[src/rtl/rca_pipe_arbiter.sv]
// rtl/rca_pipe_arbiter.sv - round-robin arbiter sharing one pipelined ripple-carry adder
// Grants one requester per cycle and tags each in-flight op so results return with their requester ID.
module rca_pipe_arbiter #(
  parameter int Nbits = 8,
  parameter int Nreq  = 4,
  parameter int LAT   = 2
) (
  input  logic                         clk,
  input  logic                         rst,
  input  logic                         issue_en,
  input  logic [Nreq-1:0]              req_valid,
  output logic [Nreq-1:0]              req_ready,
  input  logic [Nreq*Nbits-1:0]        req_a,
  input  logic [Nreq*Nbits-1:0]        req_b,
  input  logic [Nreq-1:0]              req_cin,
  output logic [Nbits-1:0]             add_a,
  output logic [Nbits-1:0]             add_b,
  output logic                         add_cin,
  input  logic [Nbits-1:0]             add_sum,
  input  logic                         add_cout,
  output logic                         rsp_valid,
  output logic [$clog2(Nreq)-1:0]      rsp_id,
  output logic [Nbits-1:0]             rsp_sum,
  output logic                         rsp_cout,
  output logic [$clog2(LAT+1)-1:0]     inflight,
  output logic                         busy
);

  localparam int IDW = $clog2(Nreq);
  localparam int CW  = $clog2(LAT+1);

  logic [IDW-1:0] r_ptr;
  logic [LAT-1:0] r_tag_v;
  logic [IDW-1:0] r_tag_id [LAT];
  logic [CW-1:0]  r_inflight;

  logic           w_grant_any;
  logic [IDW-1:0] w_grant_idx;
  logic [IDW:0]   w_cand;

  // Cyclic search from r_ptr; candidate index wraps without a modulo so any Nreq works.
  always_comb begin
    w_grant_any = 1'b0;
    w_grant_idx = '0;
    w_cand      = '0;
    if (!rst && issue_en) begin
      for (int k = 0; k < Nreq; k++) begin
        w_cand = {1'b0, r_ptr} + (IDW+1)'(k);
        if (w_cand >= (IDW+1)'(Nreq)) w_cand = w_cand - (IDW+1)'(Nreq);
        if (!w_grant_any && req_valid[w_cand[IDW-1:0]]) begin
          w_grant_any = 1'b1;
          w_grant_idx = w_cand[IDW-1:0];
        end
      end
    end
  end

  always_comb begin
    req_ready = '0;
    add_a     = '0;
    add_b     = '0;
    add_cin   = 1'b0;
    for (int i = 0; i < Nreq; i++) begin
      if (w_grant_any && (w_grant_idx == IDW'(i))) begin
        req_ready[i] = 1'b1;
        add_a        = req_a[i*Nbits +: Nbits];
        add_b        = req_b[i*Nbits +: Nbits];
        add_cin      = req_cin[i];
      end
    end
  end

  always_ff @(posedge clk) begin
    if (rst) begin
      r_ptr      <= '0;
      r_tag_v    <= '0;
      r_inflight <= '0;
      for (int s = 0; s < LAT; s++) r_tag_id[s] <= '0;
    end else begin
      if (w_grant_any)
        r_ptr <= (w_grant_idx == IDW'(Nreq-1)) ? '0 : w_grant_idx + 1'b1;
      r_tag_v[0]  <= w_grant_any;
      r_tag_id[0] <= w_grant_idx;
      for (int s = 1; s < LAT; s++) begin
        r_tag_v[s]  <= r_tag_v[s-1];
        r_tag_id[s] <= r_tag_id[s-1];
      end
      case ({w_grant_any, r_tag_v[LAT-1]})
        2'b10:   r_inflight <= r_inflight + CW'(1);
        2'b01:   r_inflight <= r_inflight - CW'(1);
        default: r_inflight <= r_inflight;
      endcase
    end
  end

  // Adder result is passed straight through, masked when no tagged op retires.
  assign rsp_valid = r_tag_v[LAT-1];
  assign rsp_id    = rsp_valid ? r_tag_id[LAT-1] : '0;
  assign rsp_sum   = rsp_valid ? add_sum : '0;
  assign rsp_cout  = rsp_valid & add_cout;
  assign inflight  = r_inflight;
  assign busy      = (r_inflight != '0);

endmodule

[config.mk]
export PLATFORM = sky130hd
export DESIGN_NAME = rca_pipe_arbiter
export DESIGN_NICKNAME = d
export VERILOG_FILES = /design/src/rtl/rca_pipe_arbiter.sv
export SDC_FILE = /design/constraint.sdc
export NUM_CORES = 1
export LEC_CHECK = 0
export CAP_MARGIN = 30
export CORE_MARGIN = 2
export CORE_UTILIZATION = 28
export DETAILED_ROUTE_END_ITERATION = 8
export HOLD_SLACK_MARGIN = 0.03
export PLACE_DENSITY = 0.77
export SLEW_MARGIN = 20
export SYNTH_ARGS = -nofsm -noshare
export SYNTH_HDL_FRONTEND = slang
export SYNTH_SLANG_ARGS = --single-unit
[constraint.sdc]
create_clock -name clk -period 2.4 [get_ports clk]
set_clock_uncertainty 0.15 [all_clocks]
set_input_delay 0.24 -clock clk [delete_from_list [all_inputs] [get_ports clk]]
set_output_delay 0.24 -clock clk [all_outputs]
set_load 0.05 [all_outputs]
==> metrics.md, run 1 <==
| Metric | Value |
|---|---|
| Status | finished with violations |
| Failing checks | setup timing |
| Synth area leader | dfxtp_1 |
| # H-tree levels | 1 |
| Maximum fanout along the worst path | 9 |
| RSZ-0062 raised after global routing | true |
| Mapped cell area | 0.001323 sq mm |
| Largest net degree at the start of global routing | 25 |
| Max-slew violations | 0 |
| EDFF count, synth | 0 |
| Post-DR wirelength/cell | 16.41 microns |
| Worst Slack Setup Final | -0.4520 ns |
| Slew headroom | 65.43% |
| Slew @ Worst Pin | 0.5169 ns |
| Synth-to-layout area growth | 172.0% |
| Routed length on met3 | 302 microns |
| Non-Filler Instances | 392 |
| Peak Freq | 350.6 MHz |
| VDD IR-drop max | 177.0 uV |
| Setup CP Type | reg -> out |
| TritonCTS clock tree | yes |
| 1st-iter DRT viols | 92 |
| Synthesized area per cell | 6.924 sq um |
| Worst hold path depth | 1 |
| FFs w/ async S/R, synth | 0% |
| Seq pwr share | 18.2% |
| WP data arrival | 2.46 ns |
| Synth top area share | 15.14% |
| Layout cell share with drive strength beyond 1 | 34.62% |
| Clock sink total | 10 |
| Period minus WS final | 2.852 ns |
| Hold slack | 0.2833 ns |
| Crit path required time | 2.01 ns |
| Worst setup SP type | flop |
| Pwr Density | 288.6 mW/mm^2 |
| Via Count | 2023 |
| Clk slew on worst S/H paths | 0.05 ns |
| Drt pass-1 iters | 4 |
| Met2 WL post-DR | 3440 microns |
| Vias in the first global route | 1999 |
| Clock Power Share | 15.8% |
| First-pass GRT wire length | 9680 microns |
| Final setup fails | 18 |
| Post-route DRC | 0 |
| Fin crit share | 118.8% |
| Final layout net count | 429 |
| Gate Count Post-Synth | 191 |
| Most frequent cells in the layout | clkdlybuf4s50_1 (94), buf_4 (28), buf_12 (26) |
| Die width | 72.73 microns |
| Net Switching | 379.3 uW |
| Overflow after GRT | 0 |
| Max Used Layer | met4 |
| Design Power | 1.038 mW |
| Synth cell types | 32 |
| Core box area | 0.004629 sq mm |
| Final ANT Viol Nets | 0 |
| Int Power | 659.1 uW |
| Hold buffers post-CTS | 0 |
| Initial antenna violation count | 0 |
| P_leak | 1.378 nW |
| DIE AREA | 0.005289 sq mm |
| GRT Total Usage | 22.71% |
| Worst-case reg-to-reg path depth | 7 |
| Final hold viol count | 0 |
| Setup TNS Final | -7.212 ns |
| Diode count | 0 |
| CTS root buf | clkbuf_8 |
| Maximum capacitance violations | 0 |
| Logic pwr share | 66.0% |
| Num ports | 120 |
| Largest cells by area after synthesis | dfxtp_1 (15%), a21oi_1 (13%), a221o_1 (13%) |
| I/O Buffers | 119 |
| Yosys warnings | 0 |
| Total Wirelength | 6432 microns |
| Ys flop type | dfxtp_1 |
| DRT met1 WL | 2624 microns |
| CTS max path bufs | 2 |
| Hold Path Class | reg -> reg |
| Placed cells | 379 |
| Seq/Total Area, Yosys | 15.14% |
| # rows | 25 |
| Worst-Skew Late Latency | 0.23 ns |
| Sw Share | 36.53% |
| Final core utilization | 77.70% |
| CP Capture Type | primary output |
| Via density per instance | 5.161 |
| Post-DP HPWL | 4455 microns |
| Initial Utilization | 28.57% |
| Syn_nets | 280 |
| Die Ht | 72.73 microns |
| Commonest non-fill, non-tap cell in the layout | clkdlybuf4s50_1 |
| CTS Buf Count | 3 |
| Yosys reg bits | 10 |
| Gpl congestion | 0.9189 |
## Yosys cell counts (all sizes together), types with 2 or more instances
master,number
o21ai,3
dfxtp,10
o311a,2
a221oi,3
ha,5
a21oi,35
and2,15
o221a,2
nor3,2
clkbuf,8
o311ai,2
nand3b,17
a221o,17
inv,25
buf,9
nor2,3
nand2,18
nor2b,4
## stage by stage
step	setup WS [ns]	cell area (sq um)
global route	-0.5388	3597
finish	-0.4520	3597
global placement	-0.8328	3246
floorplan	-0.1248	1615
CTS	-0.4211	3520
detailed placement	-0.8890	3246
## cell families after synthesis
| family | after synthesis | share of synthesized area [%] |
|---|---|---|
| compound gates | 67 | 35.57 |
| simple gates | 65 | 30.27 |
| buf+inv | 42 | 12.96 |
| flops | 10 | 15.14 |
| fa+ha+maj | 5 | 4.730 |
| xor+xnor | 2 | 1.325 |
## repair_timing
action	in CTS	in global routing
gates resized for setup	36	8
setup buffers	6	1
pin swaps	22	2
gates cloned	1	2
setup endpoints to repair	21	21
## state kept, by name, summed over array words and instances, names as in the netlist
name      count
r_ptr         2
r_tag_v       2
r_tag_id      4
inflight      2
## critical path, stage by stage, from the launching register on
cell	delay (ns)
dfxtp_4	0.37
and4bb_4	0.24
o311ai_4	0.35
buf_4	0.19
ha_4	0.17
buf_12	0.13
nand3b_1	0.09
a221o_1	0.35
a21oi_4	0.18
buf_12	0.15
## power groups by stage
stage / combinational [mW] / clock, mW / sequential (mW)
after detailed placement: 0.621 / 0 / 0.191
after floorplan: 0.303 / 0 / 0.203
after global placement: 0.614 / 0 / 0.190
final: 0.685 / 0.164 / 0.189
after global routing: 0.721 / 0.175 / 0.190
after CTS: 0.671 / 0.166 / 0.189
## final timing paths
path | start | to | slack, ns
hold / removal | r_tag_id[0][1] | r_tag_id[0][3] | 0.28
setup / recovery | r_ptr[0] | add_a[5] | -0.45
hold reg to reg | r_tag_id[0][1] | r_tag_id[0][3] | 0.28
setup reg to reg | r_ptr[0] | r_ptr[1] | 0.57
## cell type report
type                            instances  area, sq um
Inverter                               25        93.84
Multi-Input combinational cell        139         1344
Tap cell                               54        67.56
Timing Repair Buffer                  161         1846
Fill cell                             313         1032
Clock buffer                            3        41.29
Sequential cell                        10        205.2
## routing by layer
| layer | GRT usage, % | vias up |
|---|---|---|
| met3 | 2.072 | 4 |
| met1 | 27.90 | 967 |
| met4 | 4.733 | 0 |
| met2 | 42.63 | 62 |
| met5 | 0 | - |
| li1 | - | 990 |
No activity file was read; power rests on OpenSTA's default activity.
==> inputs of run 2 (changes only) <==
--- a/config.mk
+++ b/config.mk
@@ -5,12 +5,13 @@
 export SDC_FILE = /design/constraint.sdc
 export NUM_CORES = 1
 export LEC_CHECK = 0
+export ABC_AREA = 1
 export CAP_MARGIN = 30
 export CORE_MARGIN = 2
-export CORE_UTILIZATION = 28
+export CORE_UTILIZATION = 33
 export DETAILED_ROUTE_END_ITERATION = 8
 export HOLD_SLACK_MARGIN = 0.03
-export PLACE_DENSITY = 0.77
+export PLACE_DENSITY = 0.78
 export SLEW_MARGIN = 20
 export SYNTH_ARGS = -nofsm -noshare
 export SYNTH_HDL_FRONTEND = slang
==> metrics.md, run 2 <==
| Metric | Value |
|---|---|
| Status | finished with violations (unchanged) |
| Failing checks | setup timing (unchanged) |
| Post-route DRC | 0 (unchanged) |
| P_leak | 2.068 nW (was 1.378 nW) |
| Worst hold path depth | 2 (was 1) |
| Die width | 77.99 microns (was 72.73 microns) |
| Placed cells | 539 (was 379) |
| RSZ-0062 raised after global routing | true (unchanged) |
| Setup CP Type | reg -> out (unchanged) |
| Synth top area share | 21.81% (was 15.14%) |
| Post-place setup slack | -0.8023 ns (was -0.8890 ns) |
| First-pass GRT wire length | 11810 microns (was 9680 microns) |
| # H-tree levels | 1 (unchanged) |
| WP data arrival | 2.64 ns (was 2.46 ns) |
| Syn_nets | 439 (was 280) |
| Diode count | 0 (unchanged) |
| Commonest non-fill, non-tap cell in the layout | clkdlybuf4s50_1 (unchanged) |
| Final ANT Viol Nets | 0 (unchanged) |
| Initial Utilization | 34.71% (was 28.57%) |
| Worst-case reg-to-reg path depth | 14 (was 7) |
| # rows | 26 (was 25) |
| Most frequent cells in the layout | clkdlybuf4s50_1 (95), inv_1 (62), nand2_1 (53) (was clkdlybuf4s50_1 (94), buf_4 (28), buf_12 (26)) |
| Synthesized area per cell | 5.162 sq um (was 6.924 sq um) |
| Yosys warnings | 0 (unchanged) |
| Crit path required time | 2.01 ns (about the same) |
| I/O Buffers | 119 (unchanged) |
| Hold buffers post-CTS | 0 (unchanged) |
| Gpl congestion | 0.8745 (was 0.9189) |
| Post-DR wirelength/cell | 14.46 microns (was 16.41 microns) |
| Maximum fanout along the worst path | 14 (was 9) |
| Peak Freq | 330.1 MHz (was 350.6 MHz) |
| Largest net degree at the start of global routing | 55 (was 25) |
| Hold Path Sink | r_tag_v[1] (was r_tag_id[0][3]) |
| FFs w/ async S/R, synth | 0% (unchanged) |
| Ys flop type | dfxtp_1 (unchanged) |
| Yosys reg bits | 10 (unchanged) |
| Biggest register | r_tag_id (unchanged) |
| Setup TNS Final | -11.04 ns (was -7.212 ns) |
| Hold Path Class | reg -> reg (unchanged) |
| VDD IR-drop max | 418.4 uV (was 177.0 uV) |
| Layout cell share with drive strength beyond 1 | 36.12% (was 34.62%) |
| Slew @ Worst Pin | 0.5127 ns (was 0.5169 ns) |
| HP Start | r_tag_v[0] (was r_tag_id[0][1]) |
| Final core utilization | 80.19% (was 77.70%) |
| Vias in the first global route | 2635 (was 1999) |
| Largest cells by area after synthesis | nand2_1 (22%), nand4_1 (18%), inv_1 (14%) (was dfxtp_1 (15%), a21oi_1 (13%), a221o_1 (13%)) |
| Worst-Skew Late Latency | 0.23 ns (about the same) |
| Mapped cell area | 0.001807 sq mm (was 0.001323 sq mm) |
| Clock sink total | 10 (unchanged) |
| Post-DP HPWL | 5244 microns (was 4455 microns) |
| Via Count | 2821 (was 2023) |
| Synth-to-layout area growth | 131.0% (was 172.0%) |
| DIE AREA | 0.006082 sq mm (was 0.005289 sq mm) |
| Hold slack | 0.2707 ns (was 0.2833 ns) |
| CTS Buf Count | 3 (unchanged) |
| Core box area | 0.005205 sq mm (was 0.004629 sq mm) |
| CP Capture Type | primary output (unchanged) |
| Total Wirelength | 8098 microns (was 6432 microns) |
| Clk slew on worst S/H paths | 0.04 ns (was 0.05 ns) |
| Gate Count Post-Synth | 350 (was 191) |
| GRT Total Usage | 23.57% (was 22.71%) |
| Largest register FFs | 4 (unchanged) |
| CTS max path bufs | 2 (unchanged) |
| Maximum capacitance violations | 0 (unchanged) |
| Seq/Total Area, Yosys | 11.08% (was 15.14%) |
| Via density per instance | 5.038 (was 5.161) |
| Final layout net count | 581 (was 429) |
| Final hold viol count | 0 (unchanged) |
| Worst Slack Setup Final | -0.6295 ns (was -0.4520 ns) |
| Pwr Density | 449.4 mW/mm^2 (was 288.6 mW/mm^2) |
| Synth area leader | nand2_1 (was dfxtp_1) |
| Fin crit share | 126.2% (was 118.8%) |
| CTS root buf | clkbuf_8 (unchanged) |
| Reg2Reg Setup Slack | 0.10 ns (was 0.57 ns) |
| Max-slew violations | 0 (unchanged) |
| Synth cell types | 28 (was 32) |
| Drt pass-1 iters | 5 (was 4) |
| Top cells by instance count after synthesis | nand2_1 (105), inv_1 (69), nand4_1 (52), nor2_1 (30), nand3_1 (19) (was a21oi_1 (35), inv_1 (24), nand2_1 (18), a221o_1 (17), nand3b_1 (17)) |
| Die Ht | 77.99 microns (was 72.73 microns) |
| Num ports | 120 (unchanged) |
| TritonCTS clock tree | yes (unchanged) |
| Worst setup SP type | flop (unchanged) |
| Non-Filler Instances | 560 (was 392) |
| CP startpoint | r_ptr[0] (unchanged) |
| Overflow after GRT | 0 (unchanged) |
| Fill cells | 359 (was 313) |
| Top-count cell post-synth | nand2_1 (was a21oi_1) |
| 1st-iter DRT viols | 169 (was 92) |
| EDFF count, synth | 0 (unchanged) |
| Reg2reg start | r_ptr[0] (unchanged) |
| Slew headroom | 65.72% (was 65.43%) |
| R2r endpoint | inflight[1] (was r_ptr[1]) |
| Initial antenna violation count | 0 (unchanged) |
| Period minus WS final | 3.030 ns (was 2.852 ns) |
| Final setup fails | 21 (was 18) |
## run 2: layout make-up
cell class / count / area, sq um / area share (%)
tap: 70 / 87.58 / 2.098
timing repair buffer: 159 / 1823 / 43.68
inverter: 82 / 336.6 / 8.064
clock buffer: 3 / 41.29 / 0.9892
multi-input combinational: 236 / 1678 / 40.20
sequential: 10 / 207.7 / 4.976
## run 2: how the worst max path moves through the flow
stage | end | slack [ns] | cells past startpoint
2_1_floorplan | add_b[4] | -0.20 | 18
3_3_place_gp | add_a[0] | -0.73 | 17
3_5_place_dp | add_a[0] | -0.80 | 17
4_1_cts | add_b[6] | -0.50 | 18
5_1_grt | add_b[3] | -0.83 | 18
6_report | add_b[3] | -0.63 | 17
## run 2: report_power, final
part / leakage, nW / switching (mW) / internal (mW) / total, mW
Clock: 0.0216 / 0.0625 / 0.110 / 0.172
Sequential: 0.0833 / 0.0195 / 0.188 / 0.207
Combinational: 1.96 / 0.799 / 0.698 / 1.50
Total: 2.07 / 0.881 / 0.995 / 1.88
## run 2: kinds of logic (layout without fill, tap and decap cells)
| logic type | Yosys count | count (layout) | synth area share [%] |
|---|---|---|---|
| compound gates | 8 | 8 | 2.632 |
| buf+inv | 106 | 244 | 24.24 |
| flops | 10 | 10 | 11.08 |
| fa+ha+maj | 5 | 5 | 3.463 |
| simple gates | 219 | 221 | 57.62 |
| xor+xnor | 2 | 2 | 0.9697 |
## run 2: per-stage QoR
step | total power [mW] | cell area, sq um
finish | 1.876 | 4174
global route | 1.973 | 4174
CTS | 1.669 | 3819
detailed placement | 1.381 | 3566
global placement | 1.357 | 3566
floorplan | 0.9044 | 2054
## run 2: timing repair
| action | CTS | global route |
|---|---|---|
| pin swaps | 20 | 44 |
| setup endpoints to repair | 21 | 23 |
| gates cloned | 2 | 4 |
| setup buffers | 5 | 8 |
| gates resized for setup | 42 | 73 |
## run 2: critical path: stages (launching register included)
cell      delay (ns)
dfxtp_4         0.35
buf_4           0.15
nand2_1         0.11
nand2_4         0.07
nand2_4         0.08
nand2_4         0.06
nor2_4          0.13
nand2_2         0.08
o211ai_1        0.20
nand2_2         0.12
ha_4            0.21
buf_12          0.15
nor2_1          0.12
nand4_1         0.15
nand3_1         0.15
nand2_2         0.08
nand2_4         0.06
buf_12          0.13
## run 2: layer usage
layer	global-route usage [%]	vias up	part of all wire [%]
met5	0	-	0
met3	2.791	22	6.8
li1	-	1377	-
met1	27.73	1282	38
met2	44.14	140	53
met4	7.193	0	2.2
